--- src/rtl/fsk_bit_sync.sv ---
// rtl/fsk_bit_sync.sv - deglitch, bit-timing recovery and async character deframing of demodulated FSK
`timescale 1ns/1ps
module fsk_bit_sync #(
    parameter int BIT_PERIOD = 100,
    parameter int GLITCH_LEN = 8,
    parameter int DATA_BITS  = 8
) (
    input  logic                 clk_1M,
    input  logic                 rst,
    input  logic                 demod_in,
    output logic                 line_level,
    output logic                 bit_out,
    output logic                 bit_strobe,
    output logic [DATA_BITS-1:0] data_out,
    output logic                 byte_valid,
    output logic                 frame_err,
    output logic                 overrun,
    output logic                 busy
);

    localparam int HALF = BIT_PERIOD / 2;
    localparam int CW   = $clog2(BIT_PERIOD);
    localparam int GW   = $clog2(GLITCH_LEN + 1);
    localparam int IW   = $clog2(DATA_BITS + 1);

    typedef enum logic [2:0] {
        S_IDLE,
        S_START,
        S_DATA,
        S_STOP,
        S_WAIT_IDLE
    } state_t;

    state_t               state_q, state_d;
    logic                 sync1_q, sync1_d, sync2_q, sync2_d;
    logic [GW-1:0]        gcnt_q, gcnt_d;
    logic                 line_q, line_d;
    logic [CW-1:0]        cnt_q, cnt_d;
    logic [IW-1:0]        idx_q, idx_d;
    logic [DATA_BITS-1:0] sreg_q, sreg_d;
    logic                 bit_out_q, bit_out_d;
    logic                 bit_strobe_q, bit_strobe_d;
    logic [DATA_BITS-1:0] data_out_q, data_out_d;
    logic                 byte_valid_q, byte_valid_d;
    logic                 frame_err_q, frame_err_d;
    logic                 pend_valid_q, pend_valid_d;
    logic                 pend_ferr_q, pend_ferr_d;
    logic                 unread_q, unread_d;
    logic [CW-1:0]        rd_cnt_q, rd_cnt_d;
    logic                 overrun_q, overrun_d;
    logic                 busy_q, busy_d;
    logic                 line_edge, line_fall;

    // Synchronizer and glitch filter: level changes only after GLITCH_LEN stable mismatching cycles
    always_comb begin
        sync1_d = demod_in;
        sync2_d = sync1_q;
        gcnt_d  = '0;
        line_d  = line_q;
        if (sync2_q != line_q) begin
            if (gcnt_q == GW'(GLITCH_LEN - 1)) begin
                line_d = sync2_q;
            end else begin
                gcnt_d = gcnt_q + GW'(1);
            end
        end
        line_edge = (line_d != line_q);
        line_fall = line_q & ~line_d;
    end

    always_comb begin
        state_d      = state_q;
        cnt_d        = cnt_q;
        idx_d        = idx_q;
        sreg_d       = sreg_q;
        bit_out_d    = bit_out_q;
        bit_strobe_d = 1'b0;
        pend_valid_d = 1'b0;
        pend_ferr_d  = 1'b0;
        case (state_q)
            S_IDLE: begin
                if (line_fall) begin
                    cnt_d   = '0;
                    state_d = S_START;
                end
            end
            S_START: begin
                if (cnt_q == CW'(HALF - 1)) begin
                    bit_strobe_d = 1'b1;
                    bit_out_d    = line_q;
                    cnt_d        = '0;
                    idx_d        = '0;
                    state_d      = line_q ? S_IDLE : S_DATA;
                end else begin
                    cnt_d = cnt_q + CW'(1);
                end
            end
            S_DATA: begin
                if (cnt_q == CW'(BIT_PERIOD - 1)) begin
                    bit_strobe_d = 1'b1;
                    bit_out_d    = line_q;
                    sreg_d       = {line_q, sreg_q[DATA_BITS-1:1]};
                    cnt_d        = '0;
                    idx_d        = idx_q + IW'(1);
                    if (idx_q == IW'(DATA_BITS - 1)) begin
                        state_d = S_STOP;
                    end
                end else if (line_edge) begin
                    // A bit boundary seen mid-bit puts the next sample half a bit later
                    cnt_d = CW'(HALF);
                end else begin
                    cnt_d = cnt_q + CW'(1);
                end
            end
            S_STOP: begin
                if (cnt_q == CW'(BIT_PERIOD - 1)) begin
                    bit_strobe_d = 1'b1;
                    bit_out_d    = line_q;
                    cnt_d        = '0;
                    if (line_q) begin
                        pend_valid_d = 1'b1;
                        state_d      = S_IDLE;
                    end else begin
                        pend_ferr_d = 1'b1;
                        state_d     = S_WAIT_IDLE;
                    end
                end else begin
                    cnt_d = cnt_q + CW'(1);
                end
            end
            S_WAIT_IDLE: begin
                if (line_q) begin
                    state_d = S_IDLE;
                end
            end
            default: begin
                state_d = S_IDLE;
            end
        endcase
    end

    // Output stage and consumer read window tracking
    always_comb begin
        data_out_d   = pend_valid_q ? sreg_q : data_out_q;
        byte_valid_d = pend_valid_q;
        frame_err_d  = pend_ferr_q;
        busy_d       = (state_d != S_IDLE);
        unread_d     = unread_q;
        rd_cnt_d     = rd_cnt_q;
        overrun_d    = overrun_q;
        if (byte_valid_d) begin
            if (unread_q) begin
                overrun_d = 1'b1;
            end
            unread_d = 1'b1;
            rd_cnt_d = '0;
        end else if (unread_q) begin
            if (rd_cnt_q == CW'(BIT_PERIOD - 1)) begin
                unread_d = 1'b0;
                rd_cnt_d = '0;
            end else begin
                rd_cnt_d = rd_cnt_q + CW'(1);
            end
        end
    end

    always_ff @(posedge clk_1M or posedge rst) begin
        if (rst) begin
            state_q      <= S_IDLE;
            sync1_q      <= 1'b1;
            sync2_q      <= 1'b1;
            gcnt_q       <= '0;
            line_q       <= 1'b1;
            cnt_q        <= '0;
            idx_q        <= '0;
            sreg_q       <= '0;
            bit_out_q    <= 1'b1;
            bit_strobe_q <= 1'b0;
            data_out_q   <= '0;
            byte_valid_q <= 1'b0;
            frame_err_q  <= 1'b0;
            pend_valid_q <= 1'b0;
            pend_ferr_q  <= 1'b0;
            unread_q     <= 1'b0;
            rd_cnt_q     <= '0;
            overrun_q    <= 1'b0;
            busy_q       <= 1'b0;
        end else begin
            state_q      <= state_d;
            sync1_q      <= sync1_d;
            sync2_q      <= sync2_d;
            gcnt_q       <= gcnt_d;
            line_q       <= line_d;
            cnt_q        <= cnt_d;
            idx_q        <= idx_d;
            sreg_q       <= sreg_d;
            bit_out_q    <= bit_out_d;
            bit_strobe_q <= bit_strobe_d;
            data_out_q   <= data_out_d;
            byte_valid_q <= byte_valid_d;
            frame_err_q  <= frame_err_d;
            pend_valid_q <= pend_valid_d;
            pend_ferr_q  <= pend_ferr_d;
            unread_q     <= unread_d;
            rd_cnt_q     <= rd_cnt_d;
            overrun_q    <= overrun_d;
            busy_q       <= busy_d;
        end
    end

    assign line_level = line_q;
    assign bit_out    = bit_out_q;
    assign bit_strobe = bit_strobe_q;
    assign data_out   = data_out_q;
    assign byte_valid = byte_valid_q;
    assign frame_err  = frame_err_q;
    assign overrun    = overrun_q;
    assign busy       = busy_q;

endmodule

--- config.mk ---
export PLATFORM = sky130hd
export DESIGN_NAME = fsk_bit_sync
export DESIGN_NICKNAME = d
export VERILOG_FILES = /design/src/rtl/fsk_bit_sync.sv
export SDC_FILE = /design/constraint.sdc
export NUM_CORES = 1
export LEC_CHECK = 0
export CORE_MARGIN = 5
export CORE_UTILIZATION = 43
export CTS_CLUSTER_SIZE = 20
export DETAILED_ROUTE_END_ITERATION = 10
export GPL_TIMING_DRIVEN = 0
export PLACE_DENSITY = 0.73
export SETUP_SLACK_MARGIN = 0.3
export SYNTH_ARGS = -nofsm -noshare
export SYNTH_HDL_FRONTEND = slang
export SYNTH_SLANG_ARGS = --single-unit
--- constraint.sdc ---
create_clock -name clk_1M -period 2.56 [get_ports clk_1M]
set_input_delay 0.384 -clock clk_1M [delete_from_list [all_inputs] [get_ports clk_1M]]
set_output_delay 0.384 -clock clk_1M [all_outputs]
set_load 0.03 [all_outputs]
==> results of run 1 <==
## per-stage QoR
step | instance area, um2 | utilization (%)
after floorplan | 2471 | -
after global placement | 2731 | 49.30
after detailed placement | 2751 | 49.66
after CTS | 2875 | 51.90
after global routing | 2913 | 52.57
final | 2913 | 52.57
## worst max path at each step
stage	end	cells after the start
6_report	cnt_q[4]	9
4_1_cts	cnt_q[5]	8
3_3_place_gp	data_out[0]	2
2_1_floorplan	cnt_q[5]	7
3_5_place_dp	cnt_q[4]	8
5_1_grt	cnt_q[4]	9
## metal layers
metal | wire (um) | GRT usage, %
met5 | 0 | 0
met4 | 75 | 6.187
met3 | 163 | 3.362
met2 | 2145 | 20.76
met1 | 2127 | 16.72
## registers in the layout (all words and copies together), names as in the netlist, 3 cells and up
name / flops
gcnt_q: 4
sreg_q: 8
rd_cnt_q: 7
idx_q: 4
cnt_q: 7
state_q: 3
data_out: 8
## area by class of cell
class / count / share of cell area, %
sequential: 53 / 45.70
multi-input combinational: 158 / 37.29
timing repair buffer: 21 / 7.302
tap: 72 / 3.093
clock buffer: 5 / 2.363
buffer: 11 / 1.847
clock inverter: 3 / 1.503
inverter: 7 / 0.9021
## power groups by stage
stage	combinational, W	clock, W	sequential (W)
after floorplan	0.000283	0	0.00101
after global placement	0.000397	0	0.00100
after detailed placement	0.000414	0	0.00100
after CTS	0.000425	0.000596	0.000988
after global routing	0.000517	0.000632	0.000998
final	0.000464	0.000578	0.000990
## synth_stat cells (3+ instances only)
cell type  number  share of area [%]
o211ai_1        3               0.91
nor3_1          5                1.0
o22ai_1         3               0.76
buf_2           3               0.61
xnor2_1         3                1.1
or2_2           3               0.76
nand2_1        19                2.9
mux2i_1         3                1.2
dfstp_2         4                4.3
nor2b_1         7                1.8
a21oi_1        11                2.2
nand3_1        12                2.4
nor2_1         15                2.3
clkbuf_1        7                1.1
dfrtp_1        49                 50
nand2b_1        3               0.76
ha_1            6                3.0
mux2_2         16                7.3
inv_1           7                1.1
o21ai_0        16                3.2
a21o_1          3               0.91
## logic make-up after synthesis
logic type      Yosys count
compound gates           48
xor+xnor                  5
fa+ha+maj                 6
buf+inv                  18
flops                    53
mux                      19
simple gates             80
## timing repair
item | in CTS | in global routing
gates cloned | 0 | 0
setup endpoints to repair | 7 | 6
buffers inserted | 0 | 3
pin swaps | 0 | 6
gates resized for setup | 3 | 5
==> impl_metrics.env, run 1 <==
export IMPL_synth_seq_area_share_pct=53.87
export IMPL_power_switching_w=0.0006237
export IMPL_cts_tree="built"
export IMPL_synth_top_family_by_area="simple AND/OR/NAND/NOR gates"
export IMPL_num_antenna_cells=0
export IMPL_synth_compound_area_share_pct=11.85
export IMPL_final_cell_count_no_fill=330
export IMPL_ant_nets=0
export IMPL_viasPerCell=5.388
export IMPL_syn_avg_cell_area_um2=10.79
export IMPL_worstReg2RegStart="gcnt_q[1]"
export IMPL_nNetsFinal=266
export IMPL_ys_ff_latch=53
export IMPL_crit_top_cell="ha_2"
export IMPL_io_pins=18
export IMPL_arrival_ns=2.34
export IMPL_grt_pass1_wl_um=7638
export IMPL_finalMaxSlewViolations=0
export IMPL_grt_max_degree=44
export IMPL_drive_gt1_share_pct=19.38
export IMPL_crit_required_ns=2.75
export IMPL_cp_top_family="simple AND/OR/NAND/NOR gates"
export IMPL_yosysWarnings=0
export IMPL_hp_class="in2async"
export IMPL_dp_slack_ns=0.05936
export IMPL_coreArea_mm2=0.005540
export IMPL_maxCapViolCount=0
export IMPL_synth_edff_count=0
export IMPL_gp_congestion=0.8530
export IMPL_synth_xor_area_share_pct=1.772
export IMPL_slew_headroom_pct=63.70
export IMPL_p_leak_nw=1.293
export IMPL_dieArea_mm2=0.007363
export IMPL_post_route_min_period_ns=2.146
export IMPL_antenna_found_initial=0
export IMPL_ir_drop_mv=0.3707
export IMPL_power_density_mw_per_mm2=697.5
export IMPL_syn_inst=229
export IMPL_r2r_cells=9
export IMPL_core_rowCount=27
export IMPL_muxShareOfSynthArea_pct=8.506
export IMPL_final_common_cell="dfrtp_1"
export IMPL_netlist_area_mm2=0.002471
export IMPL_hpwl_um=3172
export IMPL_ys_flop_type="dfrtp_1"
export IMPL_synthAdderAreaFrac_pct=3.038
export IMPL_cp_buffers_inverters=1
export IMPL_fillers=495
export IMPL_vias=1778
export IMPL_multi_input_area_mm2=0.001086
export IMPL_clockBufferDepth=2
export IMPL_final_period_utilization_pct=83.84
export IMPL_ys_types=46
export IMPL_grt_pass1_vias=1685
export IMPL_swShare_pct=30.70
export IMPL_die_h_um=85.81
export IMPL_portBuffers=17
export IMPL_cts_made_buffers=5
export IMPL_clock_sinks=53
export IMPL_wl_per_cell_um=13.67
export IMPL_setup_worst_path_end_class="register"
export IMPL_worst_slew_pin_slew_ns=0.5445
export IMPL_holdWs_ns=0.3104
export IMPL_firstDrtPassIters=4
export IMPL_crit_path_top_delay_cell="dfrtp_1"
export IMPL_setup_tns_ns=0
export IMPL_initial_utilization_pct=44.60
export IMPL_internal_power_w=0.001408
export IMPL_syn_nets=238
export IMPL_start_kind="register"
export IMPL_finalPower_w=0.002032
export IMPL_max_stage_delay_ns=0.39
export IMPL_ctsHoldBuffers=0
export IMPL_path_clk_slew_ns=0.10
export IMPL_seqCellArea_mm2=0.001331
export IMPL_crit_chain="ha_2 > nand3b_1 > mux2i_1 > ha_2 > nor3_2 > or2_2 > clkbuf_1 > a21oi_1 > nand3_1"
export IMPL_drc=0
export IMPL_htree_levels=2
export IMPL_drt_iter0_markers=186
export IMPL_routed_wl_um=4512
export IMPL_final_hold_viol_count=0
export IMPL_crit_type="reg2reg"
export IMPL_clock_skew_ns=0.007255
export IMPL_p_seq_share_pct=48.7
export IMPL_final_setup_viol_count=0
export IMPL_r2r_end="cnt_q[4]"
export IMPL_placed_cells=319
export IMPL_overflow=0
export IMPL_grt_usage_pct=13.09
export IMPL_setup_slack_ns=0.4137
export IMPL_root_buffer="clkbuf_8"
export IMPL_rrSetupSlack_ns=0.41
export IMPL_synthArstFlopShare_pct=100.0
export IMPL_fmax_mhz=465.9
export IMPL_rsz0062_at_grt="false"
export IMPL_area_growth_pct=17.87
export IMPL_clockPowerShare_pct=28.5
export IMPL_crit_fanout=7
export IMPL_die_w_um=85.81
export IMPL_clk_latency_ns=0.31
export IMPL_synth_simple_area_share_pct=17.77
export IMPL_most_common_layout_cells="49 x dfrtp_1, 19 x nand2_1, 17 x clkdlybuf4s50_1"
export IMPL_status="completed"
export IMPL_p_comb_share_pct=22.8
export IMPL_startpoint="gcnt_q[1]"
Power figures use the tool's default switching activity.
==> inputs of run 2 (changes only) <==
Settings changed: PLACE_DENSITY 0.73 to 0.75.
Clock period 2.56 ns to 1.97 ns, I/O delays scaled along.
==> run 2 against run 1 <==
  * The run now ends with setup timing left
  * First-iteration DRC count down 52%
  * Sequential cell count unchanged
  * Die area unchanged
  * Critical endpoint is now cnt_q[5]
  * Cell count up 5.5%
  * Clock power up 32%
  * Setup slack worse by 0.54 ns
  * Largest cell class unchanged
  * Sequential power up 32%
  * Count of clock-buffer cells in the layout unchanged
  * Routed wire length up 12%
  * Combinational power up 70%
  * Register-to-register slack worse by 0.54 ns
  * Via count up 2.3%
==> impl_metrics.env, run 2 (synthesis results as in run 1) <==
export IMPL_cts_tree="built"
export IMPL_crit_required_ns=2.20
export IMPL_grt_max_degree=34
export IMPL_final_common_cell="dfrtp_1"
export IMPL_routed_wl_um=5074
export IMPL_root_buffer="clkbuf_8"
export IMPL_nNetsFinal=284
export IMPL_clockPowerShare_pct=26.6
export IMPL_start_kind="register"
export IMPL_grt_pass1_wl_um=8273
export IMPL_firstDrtPassIters=4
export IMPL_finalMaxSlewViolations=0
export IMPL_grt_usage_pct=14.06
export IMPL_wl_per_cell_um=14.58
export IMPL_clock_skew_ns=0.005851
export IMPL_most_common_layout_cells="47 x dfrtp_1, 18 x nand2_1, 15 x nor2_1"
export IMPL_htree_levels=2
export IMPL_status="finished, violations left"
export IMPL_setup_worst_path_end_class="register"
export IMPL_dp_slack_ns=-0.1413
export IMPL_drt_iter0_markers=89
export IMPL_initial_utilization_pct=44.60
export IMPL_finalCoreUtilization_pct=58.06
export IMPL_crit_fanout=3
export IMPL_drive_gt1_share_pct=30.80
export IMPL_p_leak_nw=1.565
export IMPL_gp_congestion=0.8632
export IMPL_die_w_um=85.81
export IMPL_violations="setup timing"
export IMPL_clockBufferDepth=2
export IMPL_crit_path_top_delay_cell="dfrtp_1"
export IMPL_power_density_mw_per_mm2=888.1
export IMPL_vias=1819
export IMPL_fmax_mhz=476.5
export IMPL_clk_latency_ns=0.32
export IMPL_die_h_um=85.81
export IMPL_maxCapViolCount=0
export IMPL_final_hold_viol_count=0
export IMPL_ant_nets=0
export IMPL_hpwl_um=3175
export IMPL_p_comb_share_pct=27.7
export IMPL_power_switching_w=0.0008893
export IMPL_ir_drop_mv=0.4681
export IMPL_io_pins=18
export IMPL_slew_headroom_pct=68.56
export IMPL_worst_slew_pin_slew_ns=0.4710
export IMPL_core_rowCount=27
export IMPL_crit_type="reg2reg"
export IMPL_clock_sinks=53
export IMPL_area_growth_pct=30.18
export IMPL_post_route_min_period_ns=2.099
export IMPL_setup_slack_ns=-0.1286
export IMPL_cp_top_family="compound AO/OA/AOI/OAI gates"
export IMPL_rsz0062_at_grt="true"
export IMPL_drc=0
export IMPL_cts_made_buffers=5
export IMPL_final_setup_viol_count=4
export IMPL_overflow=0
export IMPL_viasPerCell=5.227
export IMPL_path_clk_slew_ns=0.10
export IMPL_coreArea_mm2=0.005540
export IMPL_portBuffers=17
export IMPL_internal_power_w=0.001967
export IMPL_final_period_utilization_pct=106.5
export IMPL_max_stage_delay_ns=0.40
export IMPL_swShare_pct=31.13
export IMPL_hp_class="in2async"
export IMPL_arrival_ns=2.32
export IMPL_grt_pass1_vias=1708
export IMPL_num_antenna_cells=0
export IMPL_p_seq_share_pct=45.7
export IMPL_dieArea_mm2=0.007363
export IMPL_ctsHoldBuffers=0
export IMPL_crit_chain="ha_2 > nand3b_1 > mux2i_2 > ha_4 > or2_4 > a211oi_4 > o22ai_1 > o211ai_1"
export IMPL_cp_buffers_inverters=0
export IMPL_antenna_found_initial=0
-- run 2: changes by cell type in the layout (fill, tap and decap cells not counted), moves of 3 or more --
cell / change
mux2_2: -3
buf_6: +12
a21oi_1: -3
dlygate4sd2_1: +4
mux2_4: +3
dlymetal6s2s_1: +7
a21oi_2: +3
o21ai_1: +6
clkdlybuf4s50_1: -11
o21ai_0: -7
buf_4: +7
-- run 2: what timing repair did --
action | in CTS | in global routing
gates cloned | 0 | 1
setup buffers | 12 | 8
gates resized for setup | 20 | 39
pin swaps | 5 | 8
endpoints found under the setup margin | 20 | 33
-- run 2: per-layer routing --
layer / wire (um) / vias to the layer above / GRT usage, %
met1: 2343 / 876 / 18.60
met4: 123 / 0 / 6.906
met5: 0 / - / 0
li1: - / 902 / -
met3: 184 / 8 / 3.074
met2: 2422 / 33 / 21.82
-- run 2: path summary, 6_finish.rpt --
kind	from	endpoint	slack, ns	cells past startpoint
min in group clk_1M	frame_err_d	frame_err	0.36	0
worst max register to register	gcnt_q[0]	cnt_q[5]	-0.13	8
worst min-delay path	rst	rd_cnt_q[6]	0.30	2
worst max-delay path	gcnt_q[0]	cnt_q[5]	-0.13	8
worst min register to register	frame_err_d	frame_err	0.36	0
max in group asynchronous	rst	cnt_q[1]	1.14	3
-- run 2: per-stage QoR --
stage	area (um2)	std cells	TNS [ns]	hold WS, ns	power [W]
4_1_cts	3045	339	-0.1391	0.3152	0.002717
3_3_place_gp	2771	318	-29.76	0.3331	0.001874
5_1_grt	3217	348	-0.9162	0.3340	0.003009
6_report	3217	348	-0.2958	0.3007	0.002857
2_1_floorplan	2511	229	0	0.3000	0.001739
3_5_place_dp	2791	319	-0.5321	0.3372	0.001894
-- run 2: cell type report --
class	instances	area [um2]
fillers	465	2323
well taps	72	90.09
repair buffers	39	395.4
clock inverters	3	43.79
multi-input cells	158	1171
clock buffers	5	68.82
flip-flops and latches	53	1334
inverters	7	26.28
plain buffers	11	87.58
-- run 2: power by group through the flow --
stage | clock network (W) | logic [W] | registers [W]
after floorplan | 0 | 0.000419 | 0.00132
after global placement | 0 | 0.000569 | 0.00131
after detailed placement | 0 | 0.000584 | 0.00131
after CTS | 0.000777 | 0.000655 | 0.00128
after global routing | 0.000824 | 0.000869 | 0.00132
final | 0.000761 | 0.000790 | 0.00131
-- run 2: worst reg2reg max path: cells and delay by family, from the launching register on --
kind / cells / cell delay (ns)
AOI/OAI and AO/OA: 3 / 0.48
adders and majority gates: 2 / 0.44
DFF: 1 / 0.40
and+or+nand+nor: 2 / 0.37
muxes: 1 / 0.32
